$ cat config.mk
export PLATFORM = sky130hd
export DESIGN_NAME = sel_rr_arbiter_flat
export DESIGN_NICKNAME = d
export VERILOG_FILES = /design/src/rtl/sel_rr_arbiter_pkg.sv /design/src/rtl/sel_rr_arbiter_if.sv /design/src/rtl/sel_rr_arbiter_rr_pick.sv /design/src/rtl/sel_rr_arbiter.sv /design/src/flat_wrapper.sv
export SDC_FILE = /design/constraint.sdc
export NUM_CORES = 1
export LEC_CHECK = 0
export ABC_AREA = 1
export BUFFER_PORTS_ARGS = -buffer_cell sky130_fd_sc_hd__buf_2
export CAP_MARGIN = 20
export CORE_UTILIZATION = 59
export DETAILED_ROUTE_END_ITERATION = 10
export PLACE_DENSITY = 0.82
export SLEW_MARGIN = 20
export SYNTH_ARGS = -nofsm -noshare
export SYNTH_HDL_FRONTEND = slang
export SYNTH_SLANG_ARGS = --single-unit
$ cat constraint.sdc
create_clock -name clk -period 3.55 [get_ports clk]
set_input_delay 0.71 -clock clk [delete_from_list [all_inputs] [get_ports clk]]
set_output_delay 0.71 -clock clk [all_outputs]
set_load 0.05 [all_outputs]
$ cat src/rtl/sel_rr_arbiter_pkg.sv
// Shared types and constants for the round-robin select-code arbiter.
// Imported by the interface, the priority picker and the top level.
package sel_rr_arbiter_pkg;

  localparam int unsigned SelW            = 2;
  localparam int unsigned NumReq          = 4;
  localparam int unsigned CntW            = 4;
  localparam int unsigned DefaultMaxBeats = 4;

  typedef enum logic {
    StIdle  = 1'b0,
    StGrant = 1'b1
  } state_e;

  // One-hot grant vector for a select code.
  function automatic logic [NumReq-1:0] sel_to_gnt(input logic [SelW-1:0] sel);
    logic [NumReq-1:0] gnt;
    gnt      = '0;
    gnt[sel] = 1'b1;
    return gnt;
  endfunction

endpackage

$ cat src/rtl/sel_rr_arbiter_if.sv
// Request/grant bundle between the requesters, the arbiter and the selector consumer.
// The arbiter drives sel/gnt/valid; the environment drives req/ack.
interface sel_rr_arbiter_if;
  import sel_rr_arbiter_pkg::*;

  logic [NumReq-1:0] req;
  logic              ack;
  logic [SelW-1:0]   sel;
  logic [NumReq-1:0] gnt;
  logic              valid;

  modport master (
    input  req,
    input  ack,
    output sel,
    output gnt,
    output valid
  );

  modport slave (
    output req,
    output ack,
    input  sel,
    input  gnt,
    input  valid
  );

endinterface

$ cat src/rtl/sel_rr_arbiter_rr_pick.sv
// Combinational round-robin picker: first set request after last_i, wrapping,
// with last_i itself checked last.
module rr_pick
  import sel_rr_arbiter_pkg::*;
(
  input  logic [NumReq-1:0] req_i,
  input  logic [SelW-1:0]   last_i,
  output logic [SelW-1:0]   idx_o,
  output logic              found_o
);

  logic [SelW-1:0] cand;

  always_comb begin
    idx_o   = '0;
    found_o = 1'b0;
    cand    = '0;
    // Offset 4 wraps to last_i, giving it the lowest priority.
    for (int unsigned k = 1; k <= NumReq; k++) begin
      cand = last_i + SelW'(k);
      if (!found_o && req_i[cand]) begin
        found_o = 1'b1;
        idx_o   = cand;
      end
    end
  end

endmodule

$ cat src/rtl/sel_rr_arbiter.sv
// Round-robin arbiter producing a registered 2-bit select code, one-hot grant and valid
// for a 4-to-1 selector; each grant lasts up to MaxBeats acknowledged beats.
module sel_rr_arbiter
  import sel_rr_arbiter_pkg::*;
#(
  parameter int unsigned MaxBeats = DefaultMaxBeats
) (
  input  logic              clk,
  input  logic              rst,
  sel_rr_arbiter_if.master  arb_if
);

  localparam logic [CntW-1:0] MaxBeatsW = CntW'(MaxBeats);

  state_e            state_q, state_d;
  logic [SelW-1:0]   sel_q, sel_d;
  logic [SelW-1:0]   last_q, last_d;
  logic [NumReq-1:0] gnt_q, gnt_d;
  logic [CntW-1:0]   cnt_q, cnt_d;
  logic              valid_q, valid_d;

  logic [SelW-1:0]   pick_idx;
  logic              pick_found;
  logic [CntW-1:0]   cnt_inc;
  logic              beats_done;
  logic              owner_drop;

  rr_pick u_rr_pick (
    .req_i   (arb_if.req),
    .last_i  (last_q),
    .idx_o   (pick_idx),
    .found_o (pick_found)
  );

  assign cnt_inc    = cnt_q + 4'd1;
  assign beats_done = arb_if.ack && (cnt_inc == MaxBeatsW);
  assign owner_drop = !arb_if.req[sel_q];

  always_comb begin
    state_d = state_q;
    sel_d   = sel_q;
    last_d  = last_q;
    gnt_d   = gnt_q;
    cnt_d   = cnt_q;
    valid_d = valid_q;

    unique case (state_q)
      StIdle: begin
        // ack is ignored here: nothing is being presented downstream.
        if (pick_found) begin
          state_d = StGrant;
          sel_d   = pick_idx;
          gnt_d   = sel_to_gnt(pick_idx);
          valid_d = 1'b1;
          cnt_d   = '0;
        end
      end
      StGrant: begin
        if (arb_if.ack) begin
          cnt_d = cnt_inc;
        end
        // A dropped request with a same-cycle ack still counts that beat.
        if (beats_done || owner_drop) begin
          state_d = StIdle;
          last_d  = sel_q;
          gnt_d   = '0;
          valid_d = 1'b0;
        end
      end
    endcase
  end

  always_ff @(posedge clk or posedge rst) begin
    if (rst) begin
      state_q <= StIdle;
      sel_q   <= '0;
      last_q  <= 2'b11;
      gnt_q   <= '0;
      cnt_q   <= '0;
      valid_q <= 1'b0;
    end else begin
      state_q <= state_d;
      sel_q   <= sel_d;
      last_q  <= last_d;
      gnt_q   <= gnt_d;
      cnt_q   <= cnt_d;
      valid_q <= valid_d;
    end
  end

  assign arb_if.sel   = sel_q;
  assign arb_if.gnt   = gnt_q;
  assign arb_if.valid = valid_q;

endmodule

$ cat src/flat_wrapper.sv
// flat-port wrapper written by rule: the top's interface ports become plain ports
module sel_rr_arbiter_flat import sel_rr_arbiter_pkg::*;
#(
  parameter int unsigned MaxBeats = DefaultMaxBeats
)
  (clk, rst, arb_if_req, arb_if_ack, arb_if_sel, arb_if_gnt, arb_if_valid);
  sel_rr_arbiter_if arb_if_i ();
  input  logic clk;
  input  logic rst;
  input wire logic [$bits(arb_if_i.req)-1:0] arb_if_req;
  input wire logic [$bits(arb_if_i.ack)-1:0] arb_if_ack;
  output wire logic [$bits(arb_if_i.sel)-1:0] arb_if_sel;
  output wire logic [$bits(arb_if_i.gnt)-1:0] arb_if_gnt;
  output wire logic [$bits(arb_if_i.valid)-1:0] arb_if_valid;
  assign arb_if_i.req = arb_if_req;
  assign arb_if_i.ack = arb_if_ack;
  assign arb_if_sel = arb_if_i.sel;
  assign arb_if_gnt = arb_if_i.gnt;
  assign arb_if_valid = arb_if_i.valid;
  sel_rr_arbiter #(.MaxBeats(MaxBeats)) u_core (.clk(clk), .rst(rst), .arb_if(arb_if_i));
endmodule
==> results of run 1 <==
-- metrics by stage --
stage | power (uW) | cell area (um^2)
after global placement | 1026 | 1049
after global routing | 1245 | 1075
after CTS | 1138 | 1075
after floorplan | 931.4 | 985.9
after detailed placement | 1042 | 1049
final | 1137 | 1075
-- placed cells by master, fill, tap and decap left out, drive strengths merged --
cell / synthesis / final
nand2: 61 / 61
nand3: 15 / 15
inv: 14 / 14
buf: 2 / 13
dfrtp: 12 / 12
o21ai: 8 / 8
nor2: 5 / 5
clkbuf: 0 / 4
nand4: 3 / 3
a21oi: 3 / 3
nand3b: 2 / 2
dfstp: 2 / 2
a21boi: 1 / 1
a22oi: 1 / 1
nor3b: 1 / 1
and2: 1 / 1
xnor2: 1 / 1
xor2: 1 / 1
ha: 1 / 1
-- report_power, final --
group	switching [uW]	internal, uW
Combinational	510	233
Sequential	69.1	233
Clock	48.3	43.6
Total	628	510
-- kinds of logic (layout without fill, tap and decap cells) --
kind of cell               count (synthesis)  after routing
and+or+nand+nor                           88             88
buffers and inverters                     16             31
DFF                                       14             14
AOI/OAI and AO/OA                         13             13
xor gates and xnor gates                   2              2
adders and majority gates                  1              1
-- worst paths after layout --
| check | startpoint | endpoint | slack (ns) | cells after the start |
|---|---|---|---|---|
| min in group clk | u_core.arb_if.gnt[0] | u_core.arb_if.gnt[0] | 0.48 | 2 |
| max in group asynchronous | rst | u_core.last_q[0] | 2.73 | 2 |
| setup / recovery | u_core.last_q[0] | u_core.arb_if.gnt[1] | 1.72 | 11 |
| hold reg to reg | u_core.arb_if.gnt[0] | u_core.arb_if.gnt[0] | 0.48 | 2 |
| setup reg to reg | u_core.last_q[0] | u_core.arb_if.gnt[1] | 1.72 | 11 |
| hold / removal | rst | u_core.arb_if.gnt[0] | 0.44 | 2 |
-- layout make-up --
type,count,share of cell area
multi-input cells,104,0.5146
flip-flops and latches,14,0.3283
repair buffers,13,0.06054
inverters,14,0.05355
clock buffers,4,0.02445
well taps,16,0.01863
-- registers in the layout (all words and copies together) (netlist names) --
name,count
u_core.arb_if.sel,2
u_core.cnt_q,4
u_core.state_q,1
u_core.last_q,2
u_core.arb_if.gnt,4
u_core.arb_if.valid,1
-- cell usage after synthesis --
cell type	count
and2_4	1
o21ai_0	4
a22oi_1	1
o21ai_1	3
dfstp_2	2
inv_2	2
nand2_1	47
nand2_4	4
o21ai_2	1
nand4_1	3
a21oi_1	3
buf_6	2
nor2_8	1
dfrtp_1	12
nand2_2	10
ha_1	1
nor3b_1	1
nor2_1	4
xor2_1	1
xnor2_1	1
nand3b_1	2
nand3_2	1
inv_6	1
a21boi_0	1
inv_1	11
nand3_1	14
-- metal layers --
layer,vias up,part of all wire
met1,381,0.51
met4,0,0.017
li1,460,-
met3,5,0.023
met2,11,0.45
met5,-,0
==> impl_metrics.py, run 1 <==
metrics = {
    "clocking": {
        "cts_sinks": 14,
        "cts_hold_buf": 0,
        "cts_max_level": 1,
        "cts_buffer_depth": 2,
        "clkTransAtPathRegs_ns": 0.08,
        "cts_made_buffers": 3,
        "clock_latency_ns": 0.28,
        "cts_tree": "yes",
        "cts-root-buf": "clkbuf_4",
        "post_cts_resized": 0,
        "post_cts_buffers": 0,
    },
    "timing": {
        "final-hold-violation-count": 0,
        "maxSlewViolCount": 0,
        "rsz0062_at_grt": "no",
        "max_freq_mhz": 547.5,
        "worstMarginPinSlew_ns": 0.5166,
        "postLayoutSetupSlackWorst_ns": 1.724,
        "fin_hold_ws_ns": 0.4426,
        "fin_crit_ns": 1.826,
        "maxSlewHeadroom": 0.6552,
        "setup_viol": 0,
        "fin_crit_sh": 0.5145,
        "setup-tns-final_ns": 0,
        "fin_skew_ns": 0.009787,
    },
    "floorplan": {
        "die_h_um": 42.88,
        "rows": 14,
        "core_um2": 1541,
        "num_io_pins": 14,
        "die_w_um": 42.88,
        "design.die.area_um2": 1839,
        "initial_core_util": 0.6396,
    },
    "synthesis": {
        "yosys.area_share.xor_xnor": 0.01777,
        "yosys.area_share.adder": 0.01269,
        "synth_seq_cells": 14,
        "syn_nets": 142,
        "post_synth_instance_area_um2": 985.9,
        "synth_top_family_by_area": "simple AND/OR/NAND/NOR gates",
        "synth_cells": 134,
        "ys_seq_area_frac": 0.3579,
        "synth_top_area_share": 0.3046,
        "ys_warn_count": 0,
        "synthMuxAreaShare": 0,
        "synthTopCellsByArea": "dfrtp_1, nand2_1, nand3_1",
        "synth-simple-area-share": 0.4556,
        "synth_compound_area_frac": 0.07487,
        "synth_area_leader_cell": "dfrtp_1",
        "synth_area_per_cell_um2": 7.358,
        "yosysUniqueCellTypes": 26,
    },
    "cells_and_area": {
        "fillCellCount": 129,
        "regArea_um2": 352.8,
        "diodes": 0,
        "final_util": 0.6972,
        "nets": 158,
        "drive_gt1_frac": 0.2617,
        "multi_input_area_um2": 553.0,
        "area_delta_synth_final_pct": 9.010,
        "stdcell_count": 165,
    },
    "power_and_ir_drop": {
        "p_per_area_nw_per_um2": 1058,
        "ir_drop_v": 0.0006434,
        "leakagePower_uw": 0.0006013,
    },
    "placement": {
        "gp_congestion": 0.8395,
        "post-dp-hpwl_um": 1437,
        "port_buffers": 13,
        "placedCellCount": 161,
        "preCtsSetupSlack_ns": 1.583,
    },
    "drt": {
        "vias": 857,
        "drt-initial-drc-count": 21,
        "wirelength_um": 1817,
        "wl_per_cell_um": 11.01,
        "drc": 0,
        "ant_nets": 0,
        "vias_per_cell": 5.194,
        "dr.pass1.iters": 4,
    },
    "global_routing": {
        "met2_usage": 0.3545,
        "first_global_vias": 735,
        "busiest_layer": "met2",
        "grt_antenna_before_repair": 0,
        "grt_start_max_net_pins": 15,
        "track_usage": 0.2306,
        "grt_remaining_overflow": 0,
        "grt_pass1_wl_um": 3167,
        "use_met1": 0.3132,
        "globalRouteMet3Util": 0.05106,
    },
    "setup_path": {
        "crit_required_ns": 3.78,
        "path_class": "reg2reg",
        "cp-start-kind": "flop",
        "crit_fanout": 12,
        "path_cells": "inv_6 -> nand2_4 -> nand2_2 -> nand2_1 -> nand2_2 -> nor2_8 -> nand3_2 -> nand2_2 -> and2_4 -> nand2_1 -> nand2_1",
        "cpMaxStageDelayCell": "dfstp_2",
        "crit_family": "simple AND/OR/NAND/NOR gates",
        "cp.arrival_ns": 2.05,
        "critPathCaptureType": "flop",
        "slowest_delay_ns": 0.66,
        "worst-path-buf-inv": 1,
    },
    "status": {
        "status": "finished clean",
    },
    "run": {
        "maxCapViolCount": 0,
    },
    "min_path": {
        "hold_path.class": "in2async",
    },
}
Power figures use the tool's default switching activity.
==> run 2: changes to the inputs <==
- CORE_UTILIZATION: 59 -> 55
- PLACE_DENSITY: 0.82 -> 0.77
- clock period: 3.55 -> 1.7 ns (I/O delays scaled with it)
==> run 2 against run 1 <==
  * The run now ends with setup timing left
  * Utilization increased by 8.6 points
  * Clock skew increased by 0.0066 ns
  * Global-route usage increased by 1.6 points
  * Via count increased by 16%
  * Cell area increased by 16%
  * Sequential share of layout area decreased by 4.6 points
  * Non-clock buffer count increased by 14
  * Critical endpoint is now u_core.arb_if.sel[1]
  * Largest cell class unchanged
==> impl_metrics.py, run 2 (synthesis gave the netlist of run 1 again) <==
metrics = {
    "status": {
        "status": "finished, violations left",
        "violations": "setup timing",
    },
    "setup_path": {
        "path_class": "reg2reg",
        "crit_path_frequent_cell": "nand2_1",
        "rr_endpoint": "u_core.arb_if.sel[1]",
        "startpoint": "u_core.last_q[0]",
        "path_cells": "buf_4 -> nand2_1 -> nand2_2 -> nand2_1 -> nand2_1 -> inv_1 -> nand3_2 -> nand2_4 -> buf_4 -> nand2_1 -> o21ai_1",
        "r2r-start": "u_core.last_q[0]",
        "cpMaxStageDelayCell": "dfstp_2",
        "crit_family": "flip-flops",
        "worst-path-buf-inv": 3,
        "r2r_slack_ns": -0.04,
        "cp-endpoint": "u_core.arb_if.sel[1]",
        "cp_num_cells": 11,
        "reg2reg_depth": 11,
        "slowest_delay_ns": 0.62,
        "crit_required_ns": 1.85,
        "cp.arrival_ns": 1.89,
        "critPathCaptureType": "flop",
        "cp-start-kind": "flop",
        "crit_fanout": 8,
    },
    "clocking": {
        "cts_made_buffers": 3,
        "cts_hold_buf": 0,
        "cts_tree": "yes",
        "cts_buffer_depth": 2,
        "cts-root-buf": "clkbuf_4",
        "cts_sinks": 14,
        "clock_latency_ns": 0.28,
        "clkTransAtPathRegs_ns": 0.09,
        "cts_max_level": 1,
    },
    "timing": {
        "maxSlewHeadroom": 0.6578,
        "fin_crit_ns": 1.743,
        "setup_viol": 8,
        "rsz0062_at_grt": "yes",
        "max_freq_mhz": 573.7,
        "fin_skew_ns": 0.01635,
        "maxSlewViolCount": 0,
        "fin_crit_sh": 1.025,
        "final-hold-violation-count": 0,
        "worstMarginPinSlew_ns": 0.5127,
        "postLayoutSetupSlackWorst_ns": -0.04306,
    },
    "global_routing": {
        "first_global_vias": 833,
        "track_usage": 0.2468,
        "grt_antenna_before_repair": 0,
        "grt_start_max_net_pins": 15,
        "grt_pass1_wl_um": 3512,
        "grt_remaining_overflow": 0,
    },
    "power_and_ir_drop": {
        "p_int_uw": 1319,
        "pwr-share-seq": 0.223,
        "p_per_area_nw_per_um2": 2250,
        "p_sw_uw": 1490,
        "leakagePower_uw": 0.0006860,
        "total_power_uw": 2809,
        "pwr-share-comb": 0.708,
        "ir_drop_v": 0.001396,
        "power_frac_clock": 0.068,
        "sw_frac_of_total": 0.5304,
    },
    "drt": {
        "drc": 0,
        "wl_per_cell_um": 12.56,
        "dr.pass1.iters": 5,
        "vias": 993,
        "wirelength_um": 2349,
        "drt-initial-drc-count": 34,
        "ant_nets": 0,
        "vias_per_cell": 5.310,
    },
    "placement": {
        "placed_area_um2": 1081,
        "port_buffers": 13,
        "gp_congestion": 0.8385,
        "post-dp-hpwl_um": 1601,
    },
    "floorplan": {
        "rows": 14,
        "die_w_um": 44.34,
        "initial_core_util": 0.6185,
        "design.die.area_um2": 1966,
        "core_um2": 1594,
        "num_io_pins": 14,
        "die_h_um": 44.34,
    },
    "run": {
        "maxCapViolCount": 0,
    },
    "cells_and_area": {
        "final_common_cell": "nand2_1",
        "final_cell_mix": "nand2_1, buf_2, dfrtp_1",
        "area_delta_synth_final_pct": 26.65,
        "diodes": 0,
        "nets": 172,
        "final_area_um2": 1249,
        "drive_gt1_frac": 0.3742,
    },
    "min_path": {
        "hold_path.class": "in2async",
    },
}
-- run 2: worst min path at each step --
| stage | slack, ns | end |
|---|---|---|
| 6_report | 0.07 | u_core.arb_if.gnt[2] |
| 5_1_grt | 0.11 | u_core.arb_if.gnt[3] |
| 4_1_cts | 0.08 | u_core.arb_if.gnt[3] |
| 3_5_place_dp | 0.39 | u_core.arb_if.gnt[3] |
| 3_3_place_gp | 0.38 | u_core.arb_if.gnt[3] |
| 2_1_floorplan | 0.23 | u_core.arb_if.gnt[0] |
-- run 2: repair_timing --
action                                  in CTS  in global routing
setup buffers                                4                  7
hold endpoints to repair                     0                  0
endpoints found under the setup margin       9                 12
resized for setup                            4                 16
pin swaps                                    2                  9
-- run 2: power by group through the flow --
stage / Clock, uW / Combinational [uW] / Sequential, uW
finish: 192 / 1990 / 627
global route: 209 / 2170 / 647
CTS: 200 / 1720 / 623
detailed placement: 0 / 1610 / 634
global placement: 0 / 1580 / 626
floorplan: 0 / 1150 / 795
-- run 2: per-stage QoR --
step           hold slack (ns)  setup slack, ns  utilization  setup TNS, ns  cells
2_1_floorplan           0.2278          0.09312            -              0    134
6_report               0.07016         -0.04306       0.7834        -0.1635    187
3_5_place_dp            0.3873         -0.07573       0.6782        -0.3466    172
5_1_grt                 0.1132          -0.1640       0.7834         -1.459    187
3_3_place_gp            0.3846         -0.03117       0.6782        -0.1299    172
4_1_cts                0.08239         0.001522       0.7229              0    180
-- run 2: layer usage --
layer / track usage / share of wire / wire length, um
met3: 0.06122 / 0.048 / 112
met4: 0.05455 / 0.0055 / 13
met2: 0.3912 / 0.50 / 1175
met1: 0.3439 / 0.45 / 1047
met5: 0 / 0 / 0
-- run 2: cell type report --
type	instances	area (um^2)
inverters	14	57.56
well taps	24	30.03
repair buffers	27	185.2
fillers	104	345.3
clock buffers	4	26.28
flip-flops and latches	14	352.8
multi-input cells	104	596.8
-- run 2: worst register-to-register path, stage by stage, from the launching register on --
cell and delay [ns]:
dfstp_2 0.62, buf_4 0.15, nand2_1 0.08, nand2_2 0.11, nand2_1 0.09, nand2_1 0.08, inv_1 0.05, nand3_2 0.09
nand2_4 0.09, buf_4 0.15, nand2_1 0.05, o21ai_1 0.07
==> run 3: changes to the inputs <==
- GPL_TIMING_DRIVEN: default -> 0
- SYNTH_HIERARCHICAL: default -> 1
==> run 3 against run 2 <==
  * The run ends with DRC, setup timing left
  * Die area decreased by 4.0%
  * Global-route usage rose by 0.19 points
  * Setup slack lost 0.039 ns
  * Cell count is 6.4% lower
  * Fmax is 2.2% lower
  * Sequential share of layout area rose by 0.43 points
  * Cell area fell by 1.5%
  * Clock skew fell by 0.0086 ns
  * Routed wire length rose by 11%
  * Sequential power shrank 0.6%
  * Combinational power decreased by 4%
  * Via count grew 1.8%
  * Critical endpoint is now u_core/cnt_q[2]
==> impl_metrics.py, run 3 <==
metrics = {
    "cells_and_area": {
        "area_delta_synth_final_pct": 30.20,
        "drive_gt1_frac": 0.4088,
        "final_util": 0.7889,
        "nets": 168,
        "diodes": 0,
        "final_common_cell": "nand2_1",
        "final_cell_mix": "nand2_1, nand3_1, nand2_2",
    },
    "drt": {
        "dr.pass1.iters": 8,
        "wl_per_cell_um": 14.90,
        "drc": 4,
        "wirelength_met1_um": 1119,
        "wl_met3_um": 167,
        "ant_nets": 0,
        "wirelength_um": 2608,
        "drt-initial-drc-count": 63,
        "topRoutingLayerUsed": "met4",
        "vias": 1011,
        "vias_per_cell": 5.777,
        "route.met2.wl_um": 1227,
    },
    "power_and_ir_drop": {
        "pwr-share-seq": 0.223,
        "sw_frac_of_total": 0.5427,
        "ir_drop_v": 0.001384,
        "power_frac_clock": 0.088,
        "leakagePower_uw": 0.0006691,
        "total_power_uw": 2790,
        "pwr-share-comb": 0.688,
        "p_sw_uw": 1514,
        "p_int_uw": 1276,
        "p_per_area_nw_per_um2": 2269,
    },
    "setup_path": {
        "startpoint": "u_core/last_q[0]",
        "path_cells": "buf_6 -> nand2_2 -> nand2_4 -> nand3_2 -> nand2_2 -> nand4_1 -> nand2_2 -> buf_4 -> nand3_1 -> o21ai_1",
        "cpMaxStageDelayCell": "dfstp_2",
        "cp.arrival_ns": 2.00,
        "critPathCaptureType": "flop",
        "crit_required_ns": 1.92,
        "crit_fanout": 8,
        "crit_path_frequent_cell": "nand2_2",
        "r2r-start": "u_core/last_q[0]",
        "path_class": "reg2reg",
        "slowest_delay_ns": 0.59,
        "cp-start-kind": "flop",
    },
    "synthesis": {
        "yosysUniqueCellTypes": 18,
        "syn_nets": 142,
        "post_synth_instance_area_um2": 944.7,
        "ys_warn_count": 6,
        "synthArstFlopShare": 1.000,
        "synth_seq_cells": 14,
        "yosysMostFrequentCell": "nand2_1",
        "synth_cells": 134,
        "synth-simple-area-share": 0.4609,
        "synth_top_family_by_area": "simple AND/OR/NAND/NOR gates",
        "yosys.area_share.xor_xnor": 0,
        "synth_top_area_share": 0.3179,
        "synth_compound_area_frac": 0.06093,
        "synthTopCellsByCount": "nand2_1, nand3_1, inv_1",
        "synth_edf_count": 0,
        "synth_area_per_cell_um2": 7.050,
        "ys_seq_area_frac": 0.3735,
        "synthTopCellsByArea": "dfrtp_1, nand2_1, nand3_1",
        "yosys.area_share.adder": 0.01325,
        "synth_area_leader_cell": "dfrtp_1",
        "ys.flop_type": "dfrtp_1",
        "synthMuxAreaShare": 0,
    },
    "placement": {
        "port_buffers": 13,
        "gp_congestion": 0.9348,
        "post-dp-hpwl_um": 1503,
    },
    "global_routing": {
        "grt_antenna_before_repair": 0,
        "grt_start_max_net_pins": 15,
        "first_global_vias": 844,
        "grt_pass1_wl_um": 3443,
        "track_usage": 0.2487,
        "grt_remaining_overflow": 0,
    },
    "floorplan": {
        "core_um2": 1559,
        "rows": 14,
        "num_io_pins": 14,
        "die_w_um": 43.45,
        "die_h_um": 43.45,
        "initial_core_util": 0.6059,
        "design.die.area_um2": 1887,
    },
    "clocking": {
        "clock_latency_ns": 0.28,
        "cts_buffer_depth": 2,
        "cts-root-buf": "clkbuf_4",
        "cts_max_level": 1,
        "cts_tree": "yes",
        "cts_made_buffers": 3,
        "cts_sinks": 14,
        "clkTransAtPathRegs_ns": 0.09,
    },
    "timing": {
        "setup-tns-final_ns": -0.7141,
        "final-hold-violation-count": 0,
        "fin_skew_ns": 0.007736,
        "maxSlewHeadroom": 0.6332,
        "maxSlewViolCount": 0,
        "max_freq_mhz": 561.1,
        "setup_viol": 12,
        "fin_hold_ws_ns": 0.08127,
        "rsz0062_at_grt": "yes",
        "worstMarginPinSlew_ns": 0.5496,
        "postLayoutSetupSlackWorst_ns": -0.08211,
        "fin_crit_sh": 1.048,
        "fin_crit_ns": 1.782,
    },
    "min_path": {
        "hold_path.class": "in2async",
    },
    "status": {
        "status": "finished, violations left",
        "violations": "DRC, setup timing",
    },
    "run": {
        "maxCapViolCount": 0,
    },
}
[run 3: cell types whose count changed in the layout (fill, tap and decap cells not counted), moves of 2 or more]
cell,delta
nand2_4,+2
nand3b_1,-2
inv_1,+3
inv_4,+2
buf_4,-4
nand4_1,+5
nand2_1,-13
nand3_1,+5
nand2_2,+5
[run 3: final timing paths]
| path | slack, ns | cells past startpoint | end |
|---|---|---|---|
| worst max-delay path | -0.08 | 10 | u_core/cnt_q[2] |
| max in group asynchronous | 1.24 | 2 | u_core/last_q[1] |
| worst min register to register | 0.49 | 2 | u_core/arb_if.valid |
| min in group clk | 0.39 | 3 | u_core/cnt_q[2] |
| worst min-delay path | 0.08 | 2 | u_core/state_q |
| worst max register to register | -0.08 | 10 | u_core/cnt_q[2] |
[run 3: final cells by class]
cell class | instances | area [um^2]
well taps | 16 | 20.02
clock buffers | 4 | 36.28
fillers | 103 | 329.1
flip-flops and latches | 14 | 352.8
multi-input cells | 99 | 589.3
repair buffers | 21 | 132.6
inverters | 19 | 76.32
plain buffers | 2 | 22.52
[run 3: per-layer routing]
layer / up-vias / global-route usage
met5: - / 0
met4: 0 / 0.09375
met3: 13 / 0.02500
met2: 50 / 0.4152
met1: 466 / 0.3351
li1: 482 / -
[run 3: logic make-up after synthesis]
logic type      Yosys count
compound gates           11
fa+ha+maj                 1
buf+inv                  21
flops                    14
simple gates             87
[run 3: critical path: cells and delay by family, from the launching register on]
| family | cells | cell delay, ns |
|---|---|---|
| buf+inv | 2 | 0.30 |
| flops | 1 | 0.59 |
| simple gates | 7 | 0.75 |
| compound gates | 1 | 0.08 |
[run 3: power groups by stage]
stage	clock network [uW]	logic [uW]	registers (uW)
6_report	246	1920	623
5_1_grt	269	2050	638
4_1_cts	251	1640	605
3_5_place_dp	0	1450	618
3_3_place_gp	0	1430	611
2_1_floorplan	0	991	801
[run 3: through the flow]
step	std cells	cell area, um^2	setup slack [ns]
2_1_floorplan	134	947.2	0.004030
3_3_place_gp	163	1032	-0.1913
3_5_place_dp	163	1032	-0.2103
4_1_cts	174	1144	0.002554
5_1_grt	175	1230	-0.1474
6_report	175	1230	-0.08211
[run 3: repair_timing]
item                       4_1_cts  5_1_grt
setup endpoints to repair       12       12
pin swaps                        4        9
resized for setup               10       25
hold buffers                     0        0
gates cloned                     1        0
buffers inserted                 6        1
